<file path="src/rtl/alu32_issue_queue.sv">
// alu32_issue_queue
// Command FIFO plus registered result stage in front of a purely
// combinational 32-bit ALU. Commands enter over a valid/ready handshake,
// issue one per cycle to the ALU, and the 33-bit result is held in a
// result register that drains over a second valid/ready handshake.
//
// Handshake rule (both ports): a transfer happens on a rising edge where
// valid && ready are both high; valid never depends on ready, and
// cmd_ready depends only on the FIFO being full (no write-through).
//
// Optional feature macro: ALU_DIVZ_TRAP_EN
//   defined   - divide with operand 2 == 0 is trapped instead of issued and
//               returns 33'h1_FFFF_FFFF with divz_err set.
//   undefined - divide-by-zero issues normally; divz_err is tied low.
module alu32_issue_queue #(
    parameter int DEPTH = 4
) (
    input  logic        clk,
    input  logic        rst,
    input  logic        cmd_valid,
    output logic        cmd_ready,
    input  logic [4:0]  cmd_op,
    input  logic [31:0] cmd_a,
    input  logic [31:0] cmd_b,
    output logic        alu_en,
    output logic [4:0]  alu_op,
    output logic [31:0] alu_in1,
    output logic [31:0] alu_in2,
    input  logic [32:0] alu_out,
    output logic        res_valid,
    input  logic        res_ready,
    output logic [32:0] res_data,
    output logic [4:0]  res_op,
    output logic        divz_err
);

    localparam int AW = $clog2(DEPTH);
    localparam int CW = AW + 1;
    localparam logic [CW-1:0] FULL_CNT = CW'(DEPTH);
    localparam logic [4:0] OP_DIV = 5'b00101;

    // Entry layout: {op[4:0], a[31:0], b[31:0]}
    logic [68:0]   r_mem [DEPTH];
    logic [AW-1:0] r_wptr;
    logic [AW-1:0] r_rptr;
    logic [CW-1:0] r_count;

    logic          r_res_valid;
    logic [32:0]   r_res_data;
    logic [4:0]    r_res_op;

    logic          w_full;
    logic          w_empty;
    logic          w_push;
    logic          w_pop;
    logic          w_trap;
    logic          w_op_defined;
    logic [4:0]    w_head_op;
    logic [31:0]   w_head_a;
    logic [31:0]   w_head_b;

    assign w_full    = (r_count == FULL_CNT);
    assign w_empty   = (r_count == '0);
    assign cmd_ready = !w_full;
    assign w_push    = cmd_valid && !w_full;
    // Pop whenever a head exists and the result register is free or draining.
    assign w_pop     = !w_empty && (!r_res_valid || res_ready);

    assign w_head_op = r_mem[r_rptr][68:64];
    assign w_head_a  = r_mem[r_rptr][63:32];
    assign w_head_b  = r_mem[r_rptr][31:0];

`ifdef ALU_DIVZ_TRAP_EN
    assign w_trap = (w_head_op == OP_DIV) && (w_head_b == 32'd0);
`else
    assign w_trap = 1'b0;
`endif

    // Decode the defined opcode set; anything else yields a zero result.
    always_comb begin
        w_op_defined = 1'b0;
        case (w_head_op)
            5'b00000, 5'b00001, 5'b00010, 5'b00100, 5'b01000,
            5'b00011, 5'b11000, 5'b00110, 5'b00101, 5'b01010: w_op_defined = 1'b1;
            default:                                           w_op_defined = 1'b0;
        endcase
    end

    // Drive the ALU only in issue cycles; zeros otherwise keep it quiet.
    always_comb begin
        alu_en  = 1'b0;
        alu_op  = 5'd0;
        alu_in1 = 32'd0;
        alu_in2 = 32'd0;
        if (w_pop && !w_trap) begin
            alu_en  = 1'b1;
            alu_op  = w_head_op;
            alu_in1 = w_head_a;
            alu_in2 = w_head_b;
        end
    end

    // FIFO storage; contents need no reset since occupancy gates every read.
    always_ff @(posedge clk) begin
        if (w_push) begin
            r_mem[r_wptr] <= {cmd_op, cmd_a, cmd_b};
        end
    end

    // Pointers and occupancy; pointers wrap naturally at DEPTH.
    always_ff @(posedge clk) begin
        if (rst) begin
            r_wptr  <= '0;
            r_rptr  <= '0;
            r_count <= '0;
        end else begin
            if (w_push) r_wptr <= r_wptr + 1'b1;
            if (w_pop)  r_rptr <= r_rptr + 1'b1;
            case ({w_push, w_pop})
                2'b10:   r_count <= r_count + 1'b1;
                2'b01:   r_count <= r_count - 1'b1;
                default: r_count <= r_count;
            endcase
        end
    end

    // Result register: loads on issue, empties when consumed without refill.
    always_ff @(posedge clk) begin
        if (rst) begin
            r_res_valid <= 1'b0;
            r_res_data  <= 33'd0;
            r_res_op    <= 5'd0;
        end else if (w_pop) begin
            r_res_valid <= 1'b1;
            r_res_op    <= w_head_op;
            if (w_trap)            r_res_data <= 33'h1_FFFF_FFFF;
            else if (w_op_defined) r_res_data <= alu_out;
            else                   r_res_data <= 33'd0;
        end else if (r_res_valid && res_ready) begin
            r_res_valid <= 1'b0;
        end
    end

`ifdef ALU_DIVZ_TRAP_EN
    logic r_divz;

    // Error flag travels with the result register contents.
    always_ff @(posedge clk) begin
        if (rst) begin
            r_divz <= 1'b0;
        end else if (w_pop) begin
            r_divz <= w_trap;
        end else if (r_res_valid && res_ready) begin
            r_divz <= 1'b0;
        end
    end

    assign divz_err = r_divz;
`else
    assign divz_err = 1'b0;
`endif

    assign res_valid = r_res_valid;
    assign res_data  = r_res_data;
    assign res_op    = r_res_op;

endmodule

</file>
<file path="config.mk">
export PLATFORM = sky130hd
export DESIGN_NAME = alu32_issue_queue
export DESIGN_NICKNAME = d
export VERILOG_FILES = /design/src/rtl/alu32_issue_queue.sv
export SDC_FILE = /design/constraint.sdc
export NUM_CORES = 1
export LEC_CHECK = 0
export CAP_MARGIN = 10
export CORE_MARGIN = 4
export CORE_UTILIZATION = 35
export CTS_BUF_LIST = sky130_fd_sc_hd__clkbuf_8 sky130_fd_sc_hd__clkbuf_16
export CTS_CLUSTER_DIAMETER = 80
export DETAILED_ROUTE_END_ITERATION = 16
export SLEW_MARGIN = 20
export SYNTH_ARGS = -nofsm -noshare
export SYNTH_HDL_FRONTEND = slang
export SYNTH_SLANG_ARGS = --single-unit
</file>
<file path="constraint.sdc">
create_clock -name clk -period 3.54 [get_ports clk]
set_clock_uncertainty 0.15 [all_clocks]
set_input_delay 0.531 -clock clk [delete_from_list [all_inputs] [get_ports clk]]
set_output_delay 0.531 -clock clk [all_outputs]
set_load 0.05 [all_outputs]
</file>
==> out/metrics.yaml <==
finish.net_count: 947
die_y_um: 194
min_to: "res_op[3]"
globalplace.congestion: 0.823
vias: 6452
h-tree-depth: 2
regArea_mm2: 0.00926
worstHoldStart: "res_op[3]"
fmax_mhz: 297
status: "finished, final reports clean"
cts_inserted_buffers: 36
required_ns: 2.86
setup_violations: 0
critPathLaunchType: "flop"
drtIter0Drc: 293
drv_slew: 0
clk_pin_slew_ns: 0.06
end_kind: "output port"
hold_buffers: 0
synthArstFlopShare: 0
critPathArrivalTime_ns: 2.69
finalCriticalPeriod_ns: 3.37
max_cap_violations: 0
multiInputGateArea_mm2: 0.00265
rr_endpoint: "res_data[6]"
cts.sinks: 324
holdWs_ns: 0.311
grt_pass1_wl_um: 41700
port_buffers: 215
die_w_um: 194
n_antenna_cell: 0
syn_inst: 599
ys_seq_area_frac: 0.764
critPathKind: "reg -> out"
grt_pass1_vias: 6969
vias_per_cell: 4.93
synth-edff-count: 276
finalHoldViolCount: 0
cts_tree: "done"
ctsRootBufferMaster: "clkbuf_16"
hp-class: "reg -> reg"
yosysUniqueCellTypes: 32
area_growth_pct: 34.3
setup_ws_ns: 0.168
dp_slack_ns: 0.301
timing.setup.tns_ns: 0
drc: 0
holdPathStages: 2
fp.dieArea_mm2: 0.0376
ant_nets: 0
antenna_found_initial: 1
p_leak_nw: 5.63
initial_utilization: 0.358
crit_fanout: 37
synth_nets: 711
core_mm2: 0.0338
num_rows: 67
synthFlopType: "edfxtp_1"
hpwl_um: 16600
vdd_drop_max_mv: 0.537
drt_wl_total_um: 27100
post-cts-setup-buffers: 0
cts_buffer_depth: 3
synth-seq-cells: 324
maxSlewHeadroom: 0.587
fillers: 2815
cts-resized-gates: 0
r2r_cells: 6
tightest_slew_ns: 0.619
rsz0062_at_grt: "false"
drt-pass1-iter-count: 4
layout-drive-gt1-share: 0.218
reg2reg_setup_slack_ns: 0.73
syn_area_mm2: 0.0121
io_pins: 217
grt_usage: 0.141
fin_crit_sh: 0.952
syn_avg_cell_area_um2: 20.2
insertion_delay_ns: 0.52
power.density_mw_per_mm2: 898
ys_warn_count: 0
grt_max_degree: 69
globalRouteOverflowTotal: 0
wl_per_cell_um: 20.6
-- layout make-up --
cell class                 count  share of cell area
clock buffer                  37              0.0569
clock inverter                28             0.00962
inverter                      12             0.00277
multi-input combinational    225               0.163
sequential                   324               0.569
tap                          448              0.0345
timing repair buffer         236               0.164
-- metal layers --
metal	global-route usage	share of wire	vias to the layer above
met2	0.236	0.48	211
met3	0.0384	0.066	40
li1	-	-	2909
met1	0.185	0.43	3290
met4	0.0352	0.017	2
met5	0	0.00048	-
-- worst max path at each step --
stage | slack (ns) | to | cells after the start | startpoint
6_report | 0.17 | alu_in2[6] | 4 | flop
5_1_grt | 0.03 | alu_op[3] | 7 | r_count[2]
4_1_cts | 0.10 | alu_in2[6] | 4 | flop
3_5_place_dp | 0.30 | r_count[2] | 11 | res_ready
3_3_place_gp | 0.36 | r_count[2] | 11 | res_ready
2_1_floorplan | 0.36 | r_mem[0][0] | 2 | r_count[0]
-- cell usage after synthesis (2+ instances only) --
| cell | n | area, um2 |
|---|---|---|
| buf_1 | 5 | 18.8 |
| and3_1 | 68 | 425 |
| a21oi_1 | 9 | 45.0 |
| clkbuf_1 | 22 | 82.6 |
| a22o_1 | 33 | 289 |
| buf_6 | 4 | 45.0 |
| dfxtp_1 | 48 | 961 |
| nand2_1 | 13 | 48.8 |
| buf_2 | 6 | 30.0 |
| edfxtp_1 | 276 | 8290 |
| or3_1 | 2 | 12.5 |
| ha_1 | 5 | 62.6 |
| mux4_2 | 69 | 1550 |
| xor2_1 | 3 | 26.3 |
| nor2_1 | 8 | 30.0 |
| xnor2_1 | 2 | 17.5 |
| inv_1 | 11 | 41.3 |
-- cell families (layout without fill, tap and decap cells) --
logic type,after synthesis,after routing,synth area share
muxes,69,69,0.128
other,1,1,0.000310
AOI/OAI and AO/OA,46,46,0.0315
xor gates and xnor gates,5,5,0.00362
buffers and inverters,50,313,0.0189
DFF,324,324,0.764
adders and majority gates,6,6,0.00682
and+or+nand+nor,98,98,0.0464
-- sequential cells by signal (all words and copies together) (netlist names), named ones only --
name	count
r_mem	276
res_data	33
res_op	5
r_count	3
r_rptr	2
r_wptr	2
res_valid	1
-- power breakdown --
group          switching [mW]  total (mW)  leakage (nW)  internal [mW]
clock                    1.43        3.39         0.573           1.97
combinational            3.77        6.36          2.13           2.59
sequential              0.199        4.84          2.92           4.64
total                    5.40        14.6          5.63           9.20
-- layout by cell type (no fill, tap or decap), types with 3 or more instances in the layout --
master,count
edfxtp_1,276
clkinv_1,8
nand2_1,13
buf_4,24
ha_1,5
mux4_2,69
nor2_1,7
clkdlybuf4s50_1,176
xor2_1,3
buf_12,36
clkbuf_16,37
and3_4,4
inv_1,20
a22o_1,33
and3_1,64
dfxtp_1,46
a21oi_1,9
clkinv_2,8
-- critical path, cell delays in order (launching register included) --
cell,delay (ns)
dfxtp_4,0.36
buf_12,0.30
mux4_2,0.60
and3_1,0.21
clkdlybuf4s50_1,0.70
-- per-stage QoR --
step	utilization	std cells	power (mW)	cell area [um2]
after floorplan	-	599	8.87	12100
after detailed placement	0.449	1245	11.4	15200
after global placement	0.449	1245	11.3	15200
after global routing	0.481	1310	15.3	16300
after CTS	0.481	1310	14.8	16300
final	0.481	1310	14.6	16300
No activity file was read; power rests on OpenSTA's default activity.
